===== src/rtl/bcd_count_4digit.sv =====
// Purpose : four-digit BCD up/down event counter stepped by a built-in prescaler tick.
// Latency : one cycle; digits, tick and carry all update on the step edge and show together next cycle.
// Backpres: none; the count has no consumer handshake, and en=0 freezes the prescaler and digits.
//
// Ports:
//   clk       system clock, all state on rising edge
//   rst       synchronous active-high reset (beats load, beats step)
//   en        1 = prescaler runs and digits step, 0 = hold everything
//   up_dn     count direction, sampled only on a step edge (1 = up)
//   load      synchronous parallel load strobe, works whether en is high or low
//   load_val  BCD load value, [3:0]=d0 .. [15:12]=d3; nibbles above 9 load as 0
//   d0..d3    registered BCD digits, d0 least significant
//   tick      one-cycle pulse in the cycle a new count first appears
//   carry     one-cycle pulse coincident with tick on 9999<->0000 wrap
module bcd_count_4digit #(
    parameter int unsigned TICK_DIV = 50000000,
    parameter int unsigned DIV_W    = 26
) (
    input  logic        clk,
    input  logic        rst,
    input  logic        en,
    input  logic        up_dn,
    input  logic        load,
    input  logic [15:0] load_val,
    output logic [3:0]  d0,
    output logic [3:0]  d1,
    output logic [3:0]  d2,
    output logic [3:0]  d3,
    output logic        tick,
    output logic        carry
);

    // Terminal prescaler value; the step happens on the edge that would leave it.
    localparam logic [DIV_W-1:0] PRE_LAST = DIV_W'(TICK_DIV - 1);

    logic [DIV_W-1:0]     pre_q;
    logic [3:0][3:0]      dig_q;
    logic                 tick_q;
    logic                 carry_q;

    logic                 step;
    logic [3:0][3:0]      dig_step;
    logic                 wrap;
    logic [3:0][3:0]      dig_load;

    // A step needs the counter enabled, no load competing, and the prescaler at its last phase.
    assign step = en && !load && (pre_q == PRE_LAST);

    // Ripple the +1/-1 through the digits. 'wrap' starts as the incoming
    // carry/borrow into d0 and stays set only if every digit rolled over,
    // which is exactly the 9999->0000 / 0000->9999 case.
    always_comb begin
        dig_step = dig_q;
        wrap     = 1'b1;
        for (int i = 0; i < 4; i++) begin
            if (wrap) begin
                if (up_dn) begin
                    if (dig_q[i] >= 4'd9) begin
                        dig_step[i] = 4'd0;
                    end else begin
                        dig_step[i] = dig_q[i] + 4'd1;
                        wrap        = 1'b0;
                    end
                end else begin
                    if (dig_q[i] == 4'd0) begin
                        dig_step[i] = 4'd9;
                    end else begin
                        dig_step[i] = dig_q[i] - 4'd1;
                        wrap        = 1'b0;
                    end
                end
            end
        end
    end

    // Sanitise the parallel load so digits can never hold 10..15.
    always_comb begin
        dig_load = '0;
        for (int i = 0; i < 4; i++) begin
            dig_load[i] = (load_val[i*4 +: 4] > 4'd9) ? 4'd0 : load_val[i*4 +: 4];
        end
    end

    always_ff @(posedge clk) begin
        if (rst) begin
            pre_q   <= '0;
            dig_q   <= '0;
            tick_q  <= 1'b0;
            carry_q <= 1'b0;
        end else if (load) begin
            // Load also restarts the prescaler phase and swallows any step due now.
            pre_q   <= '0;
            dig_q   <= dig_load;
            tick_q  <= 1'b0;
            carry_q <= 1'b0;
        end else if (step) begin
            pre_q   <= '0;
            dig_q   <= dig_step;
            tick_q  <= 1'b1;
            carry_q <= wrap;
        end else begin
            // With en low the prescaler phase is kept so re-enabling resumes mid-period.
            if (en) begin
                pre_q <= pre_q + DIV_W'(1);
            end
            tick_q  <= 1'b0;
            carry_q <= 1'b0;
        end
    end

    assign d0    = dig_q[0];
    assign d1    = dig_q[1];
    assign d2    = dig_q[2];
    assign d3    = dig_q[3];
    assign tick  = tick_q;
    assign carry = carry_q;

endmodule


===== config.mk =====
export PLATFORM = sky130hd
export DESIGN_NAME = bcd_count_4digit
export DESIGN_NICKNAME = d
export VERILOG_FILES = /design/src/rtl/bcd_count_4digit.sv
export SDC_FILE = /design/constraint.sdc
export NUM_CORES = 1
export LEC_CHECK = 0
export CORE_MARGIN = 4
export CORE_UTILIZATION = 35
export CTS_CLUSTER_SIZE = 14
export DETAILED_ROUTE_END_ITERATION = 10
export PLACE_DENSITY = 0.63
export SLEW_MARGIN = 20
export SYNTH_ARGS = -nofsm -noshare
export SYNTH_HDL_FRONTEND = slang
export SYNTH_SLANG_ARGS = --single-unit

===== constraint.sdc =====
create_clock -name clk -period 5.1 [get_ports clk]
set_input_delay 1.02 -clock clk [delete_from_list [all_inputs] [get_ports clk]]
set_output_delay 1.02 -clock clk [all_outputs]
set_load 0.05 [all_outputs]

==> flow_metrics.env, run 1 <==
export IMPL_p_leak_nw=1.119
export IMPL_cts_buffers=5
export IMPL_grt_use_total_pct=15.30
export IMPL_n_antenna_cell=0
export IMPL_cts_num_sinks=44
export IMPL_drt_iter0_drc=105
export IMPL_fin_crit_sh_pct=67.31
export IMPL_rows=33
export IMPL_nets=439
export IMPL_path_class="primary input to flop"
export IMPL_finalCriticalPeriod_ps=3433
export IMPL_clkLatencyLatePin_ps=310
export IMPL_area_growth_syn_to_layout_pct=18.93
export IMPL_met2_usage_pct=26.42
export IMPL_wl_per_cell_um=14.82
export IMPL_r2r_slack_ps=2560
export IMPL_cp_start_kind="primary input"
export IMPL_fp_dieW_um=99.87
export IMPL_via_per_inst=5.606
export IMPL_worst_slew_pin_slew_ps=949.3
export IMPL_crit_reg2reg_launch="d0[0]$_SDFFE_PP0P_"
export IMPL_dr_total_vias=2859
export IMPL_synth_area_top_cells="dfxtp_1 30%, nor2_1 6.1%, ha_1 5.9%"
export IMPL_use_met3_pct=3.614
export IMPL_dp_hpwl_um=5392
export IMPL_crit_fanout=22
export IMPL_initial_core_util_pct=35.95
export IMPL_drc=0
export IMPL_skew_ps=13.51
export IMPL_routed_wl_um=7556
export IMPL_synth_top_area_share_pct=29.82
export IMPL_grt_pass1_vias=2698
export IMPL_grt_busiest_layer="met2"
export IMPL_setup_viol=0
export IMPL_grt_pass1_wl_um=12640
export IMPL_final_common_cell="nor2_1"
export IMPL_grt_overflow_total=0
export IMPL_synth_main_ff_cell="dfxtp_1"
export IMPL_synth_nets=414
export IMPL_relSlewSlack_pct=36.72
export IMPL_synth_cells=379
export IMPL_ctsHoldBuffers=0
export IMPL_synth_seq_area_share_pct=29.82
export IMPL_n_fill_cell=837
export IMPL_critical_path_required_ps=5290
export IMPL_die_area_um2=9974
export IMPL_cts_resized=0
export IMPL_holdPathEnd="pre_q[1]$_SDFFE_PP0P_"
export IMPL_ys_ff_latch=44
export IMPL_netlist_area_um2=2954
export IMPL_vdd_drop_max_v=0.00009970
export IMPL_yosysUniqueCellTypes=55
export IMPL_hold_viol_final=0
export IMPL_final_cell_mix="48 x nor2_1, 44 x dfxtp_1, 38 x clkdlybuf4s50_1"
export IMPL_fmax_mhz=291.3
export IMPL_drv_cap=0
export IMPL_core_um2=8217
export IMPL_hold_ws_ps=529.7
export IMPL_grt_max_degree=34
export IMPL_status="complete, no violations"
export IMPL_path_clk_slew_ps=80
export IMPL_yosysTopAreaCell="dfxtp_1"
export IMPL_cts_tree="done"
export IMPL_place_congestion=0.8491
export IMPL_synth_warnings=0
export IMPL_cts_setup_buffers=0
export IMPL_fin_tns_setup_ps=0
export IMPL_cts_root_buffer="clkbuf_8"
export IMPL_hp_start="pre_q[1]$_SDFFE_PP0P_"
export IMPL_antenna_found_initial=0
export IMPL_synthArstFlopShare_pct=0
export IMPL_drt_first_pass_iters=5
export IMPL_min_path_type="flop to flop"
export IMPL_clockBufferDepth=2
export IMPL_cts_max_level=2
export IMPL_p_per_area_nw_per_um2=231.9
export IMPL_layout_drive_gt1_share_pct=6.420
export IMPL_endpoint_kind="flop"
export IMPL_dieHeight_um=99.87
export IMPL_synth_edff_count=0
export IMPL_reg2reg_depth=7
export IMPL_antenna_left=0
export IMPL_grt_setup_unrepaired="no"
export IMPL_whs_path_depth=2
export IMPL_worstPathArrival_ps=3620
export IMPL_grt_use_met1_pct=18.93
export IMPL_port_buffers=38
export IMPL_syn_avg_cell_area_um2=7.794
export IMPL_slew_viol_final=0
export IMPL_reg2reg_to="d3[1]$_SDFFE_PP0P_"
export IMPL_io_pins=39
how the worst max path moves through the flow:
stage / startpoint / end
finish: up_dn / d3[1]$_SDFFE_PP0P_
global route: up_dn / d3[1]$_SDFFE_PP0P_
CTS: load / pre_q[23]$_SDFFE_PP0P_
detailed placement: load / pre_q[25]$_SDFFE_PP0P_
global placement: up_dn / d3[1]$_SDFFE_PP0P_
floorplan: en / d3[1]$_SDFFE_PP0P_
cells in the mapped netlist (3+ instances only):
| cell | count |
|---|---|
| o21ba_2 | 3 |
| o21ai_0 | 13 |
| mux2i_1 | 3 |
| nor2_1 | 48 |
| clkbuf_1 | 12 |
| a2111oi_0 | 3 |
| dfxtp_1 | 44 |
| buf_1 | 3 |
| o32ai_1 | 3 |
| xnor2_1 | 17 |
| buf_2 | 5 |
| a31oi_1 | 9 |
| mux2_2 | 3 |
| ha_1 | 14 |
| nor3_1 | 17 |
| o211ai_1 | 3 |
| nand3_1 | 21 |
| a211oi_1 | 5 |
| and4_1 | 5 |
| nand3b_1 | 3 |
| a21oi_1 | 23 |
| xor2_1 | 9 |
| nand4_1 | 13 |
| nand2b_1 | 5 |
| inv_1 | 17 |
| nand2_1 | 19 |
| or3b_2 | 6 |
| and3_1 | 3 |
| nor4b_1 | 4 |
| a311oi_1 | 3 |
| nor4_1 | 10 |
| o31ai_1 | 3 |
layer usage:
metal | vias to the layer above | part of all wire, %
met5 | - | 0
met4 | 0 | 1.4
met3 | 10 | 4.5
met2 | 55 | 47
met1 | 1363 | 47
li1 | 1431 | -
sequential cells by signal (all words and copies together), names as in the netlist:
register,count
tick,1
carry,1
d3,4
d2,4
d1,4
d0,4
pre_q,26
critical path: stages:
cell             delay [ps]
clkdlybuf4s50_1         710
buf_4                   360
nor4b_1                 330
a31oi_2                 120
nor4_1                  540
a2111oi_0               220
a211o_1                 320
power breakdown:
group          total [mW]  switching (mW)  leakage, nW  internal, mW
logic               0.148          0.0864        0.698        0.0616
registers           0.366          0.0153        0.357         0.350
clock network       0.301           0.128       0.0645         0.173
total               0.815           0.230         1.12         0.585
kinds of logic after synthesis:
logic type                 count (synthesis)  share of synthesized area (%)
muxes                                      6                          2.160
adders and majority gates                 14                          5.930
xor gates and xnor gates                  26                          7.709
DFF                                       44                          29.82
buffers and inverters                     41                          5.591
and+or+nand+nor                          167                          30.37
AOI/OAI and AO/OA                         81                          18.43
final cells by class:
cell class | count | area, um^2 | area share [%]
multi-input combinational | 294 | 1908 | 54.31
sequential | 44 | 880.8 | 25.07
inverter | 19 | 71.32 | 2.030
timing repair buffer | 40 | 395.4 | 11.25
clock buffer | 7 | 96.34 | 2.742
tap | 105 | 131.4 | 3.739
clock inverter | 1 | 30.03 | 0.8547
per-stage QoR:
stage / cell area, um^2 / utilization [%] / setup slack (ps) / std cells / total power, mW
after floorplan: 2954 / - / 2486 / 379 / 0.4712
final: 3513 / 42.76 / 1667 / 510 / 0.8147
after global placement: 3387 / 41.22 / 1348 / 502 / 0.5186
after detailed placement: 3387 / 41.22 / 1352 / 502 / 0.5209
after global routing: 3513 / 42.76 / 1400 / 510 / 0.8550
after CTS: 3513 / 42.76 / 1682 / 510 / 0.8244
(Power assumes the default switching activity.)
==> inputs of run 2 (changes only) <==
PLACE_DENSITY = 0.65   (was 0.63)
clock period = 3.1 ns   (was 5.1 ns; I/O delays follow)
==> flow_metrics.env, run 2 (synthesis gave the netlist of run 1 again) <==
export IMPL_grt_max_degree=27
export IMPL_min_path_type="flop to flop"
export IMPL_fin_tns_setup_ps=0
export IMPL_vdd_drop_max_v=0.0002278
export IMPL_worst_slew_pin_slew_ps=502.4
export IMPL_worstPathArrival_ps=2730
export IMPL_rows=33
export IMPL_fmax_mhz=402.0
export IMPL_grt_pass1_vias=2786
export IMPL_initial_core_util_pct=35.95
export IMPL_cts_root_buffer="clkbuf_8"
export IMPL_antenna_found_initial=0
export IMPL_place_congestion=0.8488
export IMPL_slew_viol_final=0
export IMPL_cp_slowest_cell="or3b_2"
export IMPL_path_class="flop to flop"
export IMPL_layout_drive_gt1_share_pct=9.113
export IMPL_final_cell_mix="48 x nor2_1, 44 x dfxtp_1, 38 x clkdlybuf4s50_1"
export IMPL_cp_endpoint="d3[1]$_SDFFE_PP0P_"
export IMPL_crit_fanout=9
export IMPL_max_stage_delay_ps=540
export IMPL_drt_iter0_drc=97
export IMPL_area_growth_syn_to_layout_pct=21.01
export IMPL_fin_crit_sh_pct=80.25
export IMPL_endpoint_kind="flop"
export IMPL_worst_path_buf_inv=1
export IMPL_final_common_cell="nor2_1"
export IMPL_dp_cells=514
export IMPL_cp_start_kind="flop"
export IMPL_grt_overflow_total=0
export IMPL_cts_max_level=2
export IMPL_hold_ws_ps=514.1
export IMPL_core_um2=8217
export IMPL_whs_path_depth=2
export IMPL_n_fill_cell=805
export IMPL_status="complete, no violations"
export IMPL_grt_use_met1_pct=18.86
export IMPL_via_per_inst=5.640
export IMPL_setup_viol=0
export IMPL_dp_hpwl_um=5578
export IMPL_drt_first_pass_iters=4
export IMPL_crit_reg2reg_launch="d1[0]$_SDFFE_PP0P_"
export IMPL_largest_reg_flops=26
export IMPL_cts_num_sinks=44
export IMPL_hold_viol_final=0
export IMPL_drv_cap=0
export IMPL_finalCriticalPeriod_ps=2488
export IMPL_p_per_area_nw_per_um2=346.6
export IMPL_finish_utilization_pct=43.51
export IMPL_clockBufferDepth=2
export IMPL_cp_depth=7
export IMPL_grt_setup_unrepaired="no"
export IMPL_relSlewSlack_pct=66.40
export IMPL_layout_cells_non_filler=522
export IMPL_clkLatencyLatePin_ps=300
export IMPL_multi_input_area_um2=1908
export IMPL_critical_path_required_ps=3340
export IMPL_grt_busiest_layer="met2"
export IMPL_r2r_slack_ps=610
export IMPL_dieHeight_um=99.87
export IMPL_reg2reg_depth=7
export IMPL_seqCellArea_um2=880.8
export IMPL_use_met3_pct=2.849
export IMPL_port_buffers=38
export IMPL_grt_use_total_pct=15.16
export IMPL_cp_cell_sequence="inv_1, ha_1, or3b_2, a31oi_1, nor4_1, a2111oi_0, a211o_1"
export IMPL_crit_family="compound AO/OA/AOI/OAI gates"
export IMPL_cts_tree="done"
export IMPL_drc=0
export IMPL_met2_usage_pct=26.83
export IMPL_routed_wl_um=7579
export IMPL_path_clk_slew_ps=90
export IMPL_antenna_left=0
export IMPL_reg2reg_to="d3[1]$_SDFFE_PP0P_"
export IMPL_fp_dieW_um=99.87
export IMPL_p_leak_nw=1.157
export IMPL_die_area_um2=9974
export IMPL_wl_per_cell_um=14.52
export IMPL_cts_resized=0
export IMPL_dr_total_vias=2944
export IMPL_regMostFlops="pre_q"
export IMPL_timing_critical_path_from="d1[0]$_SDFFE_PP0P_"
export IMPL_io_pins=39
export IMPL_nets=451
export IMPL_cts_setup_buffers=0
export IMPL_skew_ps=13.73
export IMPL_n_antenna_cell=0
export IMPL_ctsHoldBuffers=0
export IMPL_grt_pass1_wl_um=12700
export IMPL_cts_buffers=5
run 2: cell count changes in the layout (fill, tap and decap cells not counted):
cell / delta
bufinv_16: -1
buf_4: +12
clkinvlp_4: +2
clkbuf_8: -1
run 2: through the flow:
stage                     setup slack [ps]  area (um^2)  total power, mW
final                                612.2         3575            1.239
after global routing                 481.6         3575            1.303
after CTS                            650.1         3575            1.257
after detailed placement             373.0         3477           0.8682
after global placement               440.0         3477           0.8639
after floorplan                      614.8         2954           0.7751
run 2: layer usage:
| layer | share of wire, % | wire length [um] |
|---|---|---|
| met1 | 44 | 3337 |
| met5 | 0 | 0 |
| met2 | 49 | 3735 |
| met3 | 5.4 | 410 |
| met4 | 1.3 | 95 |
run 2: area by class of cell:
cell class / count / share of cell area (%)
clock buffers: 6 / 2.310
clock inverters: 2 / 0.4200
inverters: 19 / 1.995
multi-input cells: 294 / 53.38
flip-flops and latches: 44 / 24.64
well taps: 105 / 3.675
repair buffers: 52 / 13.58
run 2: worst min-delay path by stage:
stage | from | to
after floorplan | pre_q[5]$_SDFFE_PP0P_ | pre_q[5]$_SDFFE_PP0P_
after CTS | pre_q[5]$_SDFFE_PP0P_ | pre_q[5]$_SDFFE_PP0P_
after detailed placement | pre_q[5]$_SDFFE_PP0P_ | pre_q[5]$_SDFFE_PP0P_
after global placement | pre_q[5]$_SDFFE_PP0P_ | pre_q[5]$_SDFFE_PP0P_
final | pre_q[5]$_SDFFE_PP0P_ | pre_q[5]$_SDFFE_PP0P_
after global routing | pre_q[5]$_SDFFE_PP0P_ | pre_q[5]$_SDFFE_PP0P_
run 2: worst min-delay path, delay by kind of cell, from the launching register on:
kind          cells  cell delay [ps]
xor+xnor          1               70
flops             1              340
simple gates      1               70
run 2: power breakdown:
| group | switching (mW) | leakage, nW | internal (mW) |
|---|---|---|---|
| Sequential | 0.0255 | 0.357 | 0.576 |
| Combinational | 0.145 | 0.757 | 0.109 |
| Clock | 0.203 | 0.0434 | 0.181 |
| Total | 0.373 | 1.16 | 0.866 |
==> inputs of run 3 (changes only) <==
PLACE_DENSITY = 0.63   (was 0.65)
clock period = 2.45 ns   (was 3.1 ns; I/O delays follow)
==> flow_metrics.env, run 3 (synthesis gave the netlist of run 1 again) <==
export IMPL_finalCriticalPeriod_ps=2292
export IMPL_top_layer_used="met4"
export IMPL_dieHeight_um=99.87
export IMPL_port_buffers=38
export IMPL_ctsHoldBuffers=0
export IMPL_cp_depth=7
export IMPL_pre_cts_slack_ps=-94.11
export IMPL_max_stage_delay_ps=520
export IMPL_hp_start="pre_q[1]$_SDFFE_PP0P_"
export IMPL_cts_root_buffer="clkbuf_8"
export IMPL_cp_slowest_cell="or3b_2"
export IMPL_relSlewSlack_pct=66.19
export IMPL_finish_utilization_pct=45.21
export IMPL_drc=0
export IMPL_worst_slew_pin_slew_ps=505.6
export IMPL_die_area_um2=9974
export IMPL_crit_family="simple AND/OR/NAND/NOR gates"
export IMPL_rows=33
export IMPL_holdPathEnd="pre_q[1]$_SDFFE_PP0P_"
export IMPL_nets=465
export IMPL_skew_ps=11.59
export IMPL_intPower_mw=1.080
export IMPL_routed_wl_um=7812
export IMPL_drt_first_pass_iters=4
export IMPL_area_growth_syn_to_layout_pct=25.75
export IMPL_critical_path_required_ps=2660
export IMPL_cts_max_level=2
export IMPL_place_congestion=0.8254
export IMPL_grt_pass1_vias=2795
export IMPL_final_common_cell="nor2_1"
export IMPL_status="complete, no violations"
export IMPL_worst_path_buf_inv=1
export IMPL_clkLatencyLatePin_ps=310
export IMPL_largest_reg_flops=26
export IMPL_vdd_drop_max_v=0.0002215
export IMPL_antenna_found_initial=0
export IMPL_crit_fanout=6
export IMPL_fin_crit_sh_pct=93.54
export IMPL_fp_dieW_um=99.87
export IMPL_cts_setup_buffers=0
export IMPL_cts_num_sinks=44
export IMPL_antenna_left=0
export IMPL_n_fill_cell=830
export IMPL_grt_max_degree=32
export IMPL_cts_resized=0
export IMPL_reg2reg_to="d2[1]$_SDFFE_PP0P_"
export IMPL_fmax_mhz=436.4
export IMPL_grt_pass1_wl_um=13380
export IMPL_dp_hpwl_um=5744
export IMPL_fin_area_um2=3715
export IMPL_dr_total_vias=2956
export IMPL_grt_overflow_total=0
export IMPL_dpl_cell_area_um2=3596
export IMPL_p_clk_share_pct=30.4
export IMPL_dr_wl_met2_um=3725
export IMPL_path_class="flop to flop"
export IMPL_final_cell_mix="48 x nor2_1, 43 x dfxtp_1, 38 x clkdlybuf4s50_1"
export IMPL_p_seq_share_pct=48.0
export IMPL_drt_iter0_drc=93
export IMPL_path_clk_slew_ps=90
export IMPL_p_leak_nw=1.230
export IMPL_n_antenna_cell=0
export IMPL_r2r_slack_ps=160
export IMPL_wl_per_cell_um=14.57
export IMPL_io_pins=39
export IMPL_p_switching_mw=0.4999
export IMPL_initial_core_util_pct=35.95
export IMPL_via_per_inst=5.515
export IMPL_clockBufferDepth=2
export IMPL_core_um2=8217
export IMPL_switching_share_pct=31.65
export IMPL_cp_start_kind="flop"
export IMPL_wl_met1_um=3639
export IMPL_slew_viol_final=0
export IMPL_hold_viol_final=0
export IMPL_worstPathArrival_ps=2500
export IMPL_endpoint_kind="flop"
export IMPL_grt_use_total_pct=16.09
export IMPL_setup_viol=0
export IMPL_crit_reg2reg_launch="d1[1]$_SDFFE_PP0P_"
export IMPL_whs_path_depth=2
export IMPL_cp_cell_sequence="inv_1, ha_1, or3b_2, a31oi_2, or4_1, nand2_1, a211oi_1"
export IMPL_fin_ws_ps=158.3
export IMPL_layout_drive_gt1_share_pct=13.23
export IMPL_cts_tree="done"
export IMPL_cts_buffers=5
export IMPL_p_per_area_nw_per_um2=425.2
export IMPL_power_mw=1.580
export IMPL_drv_cap=0
export IMPL_reg2reg_depth=7
export IMPL_combPwrFrac_pct=21.6
export IMPL_dr_wl_met3_um=331
export IMPL_regMostFlops="pre_q"
export IMPL_min_path_type="flop to flop"
-- run 3: cell types whose count changed in the layout (fill, tap and decap cells not counted), sizes merged --
cell | previous run | this run
clkinv | 2 | 3
buf | 14 | 28
clkbuf | 6 | 5
-- run 3: worst max path at each step --
stage / from / endpoint / slack (ps)
after CTS: d1[1]$_SDFFE_PP0P_ / d3[1]$_SDFFE_PP0P_ / 90
final: d1[1]$_SDFFE_PP0P_ / d2[1]$_SDFFE_PP0P_ / 160
after global placement: en / d3[1]$_SDFFE_PP0P_ / -30
after global routing: d0[1]$_SDFFE_PP0P_ / d1[3]$_SDFFE_PP0P_ / -5
after detailed placement: load / d3[1]$_SDFFE_PP0P_ / -90
after floorplan: d1[1]$_SDFFE_PP0P_ / d3[1]$_SDFFE_PP0P_ / 10
-- run 3: layout make-up --
cell class	count	area, um^2	share of cell area (%)
Tap cell	105	131.4	3.537
Clock buffer	5	68.82	1.852
Sequential cell	44	882.1	23.75
Clock inverter	3	23.77	0.6399
Timing Repair Buffer	66	603.1	16.23
Multi-Input combinational cell	294	1934	52.07
Inverter	19	71.32	1.920
-- run 3: power by group through the flow --
stage	Combinational [mW]	Clock [mW]	Sequential (mW)
after global placement	0.332	0	0.774
final	0.341	0.480	0.758
after floorplan	0.172	0	0.808
after detailed placement	0.336	0	0.774
after CTS	0.338	0.499	0.758
after global routing	0.375	0.531	0.762
-- run 3: tightest hold or removal path: cells and delay by family (launching register included) --
family	cells	cell delay (ps)
flops	1	360
mux	1	70
simple gates	1	70
-- run 3: per-stage QoR --
stage,hold WS [ps],setup TNS (ps),instances
final,534.6,0,536
after global routing,581.5,-5.433,536
after CTS,544.5,0,536
after detailed placement,523.5,-281.8,528
after global placement,489.3,-40.63,528
after floorplan,471.6,0,379
-- run 3: per-layer routing --
layer	vias to the layer above	global-route usage [%]
li1	1496	-
met1	1385	20.69
met2	63	27.55
met3	12	2.919
met4	0	4.517
met5	-	0
==> RTL edit, RTL diff (settings of run 1) <==
Reset style: asynchronous (`rst`), changed in one clocked block. Comments in the files are not updated.
--- a/src/rtl/bcd_count_4digit.sv
+++ b/src/rtl/bcd_count_4digit.sv
@@ -82,5 +82,5 @@
     end
 
-    always_ff @(posedge clk) begin
+    always_ff @(posedge clk or posedge rst) begin
         if (rst) begin
             pre_q   <= '0;
Behaviour: differs if rst is asserted again (counterexample within 4 cycles, from zero or initial values and one cycle with rst high); with rst held inactive, the same outputs for 10 cycles.
==> RTL edit against run 1 <==
- setup slack improved by 0.22 ns
- die area increased by 12%
- largest cell class unchanged
- power increased by 7.7%
- final cell count increased by 7.8%
- utilization decreased by 0.74 points
- synthesized cell count increased by 3.4%
- synthesized area increased by 14%
- combinational power increased by 63%
- sequential cell count unchanged
- routed wire length increased by 8.8%
- final area increased by 11%
==> RTL edit: results (changes against run 1) <==
| Metric | Value |
|---|---|
| First-pass GRT wire length | `13.65 mm (+8.0%)` |
| Worst vdd ir | `0.1006 mV (+0.92%)` |
| Layout cells sized above 1 | `8.076% (+1.7 points)` |
| DP Area | `3802 µm² (+12%)` |
| Mapped Nets | `427 (+3.1%)` |
| Share of synthesized registers carrying an async set or reset | `100.0% (+100 points)` |
| Total GRT Usage | `14.53% (-0.77 points)` |
| Pin count of the biggest net entering global routing | `51 (+50%)` |
| Drt pass-1 iters | `5 (unchanged)` |
| Slowest cell delay on critical path | `0.75 ns (+0.04 ns)` |
| FILL cells | `942 (+13%)` |
| Reg with most FFs | `pre_q` |
| Main area contributors after synthesis | `dfrtp_1 33%, nor2_1 5.3%, ha_1 5.2%, o21ai_0 4.2%, nand3_1 4.0%` |
| Arr. time, crit path | `3.43 ns (-0.19 ns)` |
| Vias per cell | `5.453 (-2.7%)` |
| Status | `complete, no violations` |
| CTS buffer count | `5 (unchanged)` |
| CP top delay family | `simple AND/OR/NAND/NOR gates` |
| Nets | `455 (+3.6%)` |
| Post-synthesis sequential area ratio | `32.81% (+3.0 points)` |
| ANT cells | `0 (unchanged)` |
| Leakage | `1.570 nW (+40%)` |
| DP HPWL | `5.872 mm (+8.9%)` |
| GPL Wtd Cong | `0.8021 (-5.5%)` |
| Initial antenna violation count | `0 (unchanged)` |
| DRT iter0 DRCs | `161 (+53%)` |
| Crit path max fanout | `20 (-9.1%)` |
| DP Cell Count | `542 (+8.0%)` |
| Skew final | `0.01935 ns (+0.005835 ns)` |
| Vias in the first global route | `2936 (+8.8%)` |
| Via count | `2999 (+4.9%)` |
| Max-slew headroom | `34.73% (-2.0 points)` |
| Syn avg cell area | `8.561 µm² (+9.8%)` |
| Count of unique library cells instantiated by Yosys | `65 (+18%)` |
| DR WL/cell | `14.95 µm (+0.91%)` |
| Synth top cells by count | `47 x nor2_1, 44 x dfrtp_1, 28 x o21ai_0` |
| Clock Pin Slew Worst Setup and Hold Paths | `0.10 ns (+0.02 ns)` |
| Hold crit path type | `reg -> reg` |
| Slowest cell on the critical path | `clkdlybuf4s50_1` |
[RTL edit: metal layers]
metal / part of all wire, % / track usage (%) / vias to the layer above
met4: 0.54 / 2.683 / 0
met1: 44 / 17.72 / 1446
met2: 52 / 26.78 / 62
met3: 3.4 / 2.732 / 4
met5: 0 / 0 / -
li1: - / - / 1487
[RTL edit: stage by stage]
stage / setup WS, ns / total power, mW
2_1_floorplan: 2.592 / 0.5644
3_3_place_gp: 1.634 / 0.6338
3_5_place_dp: 1.580 / 0.6379
4_1_cts: 1.900 / 0.8838
5_1_grt: 1.646 / 0.9224
6_report: 1.887 / 0.8774
[RTL edit: cells by family after synthesis]
logic type      count (synthesis)  synth area share, %
fa+ha+maj                      14                5.220
simple gates                  169                29.31
buf+inv                        45                6.301
flops                          44                32.81
compound gates                 89                17.79
mux                             9                2.834
xor+xnor                       22                5.742
[RTL edit: area by class of cell]
type / count / area [µm²] / area share, %
Timing Repair Buffer: 41 / 402.9 / 10.33
Clock inverter: 2 / 15.01 / 0.3849
Inverter: 25 / 95.09 / 2.437
Clock buffer: 6 / 82.58 / 2.117
Multi-Input combinational cell: 303 / 2043 / 52.37
Sequential cell: 44 / 1101 / 28.22
Tap cell: 129 / 161.4 / 4.137
[RTL edit: report_power, final]
part           switching (mW)  leakage (nW)  internal (mW)
clock network           0.136        0.0434          0.110
registers              0.0285         0.596          0.361
logic                   0.145         0.931         0.0963
[RTL edit: worst paths after layout]
| kind | startpoint | to | slack, ns | cells past startpoint |
|---|---|---|---|---|
| max in group asynchronous | rst | tick | 3.46 | 2 |
| worst min register to register | pre_q[22] | pre_q[22] | 0.54 | 1 |
| worst max-delay path | up_dn | d2[1] | 1.89 | 6 |
| worst min-delay path | pre_q[22] | pre_q[22] | 0.54 | 1 |
| min in group asynchronous | rst | pre_q[7] | 1.16 | 2 |
| worst max register to register | d2[0] | d3[3] | 2.51 | 6 |
[RTL edit: worst register-to-register path, delay by kind of cell (launching register included)]
kind,cells,cell delay [ns]
buffers and inverters,1,0.11
AO/OA/AOI/OAI,1,0.48
flip-flops,1,0.49
multiplexers,1,0.34
adder cells (fa/ha/maj),1,0.32
AND/OR/NAND/NOR,2,0.76
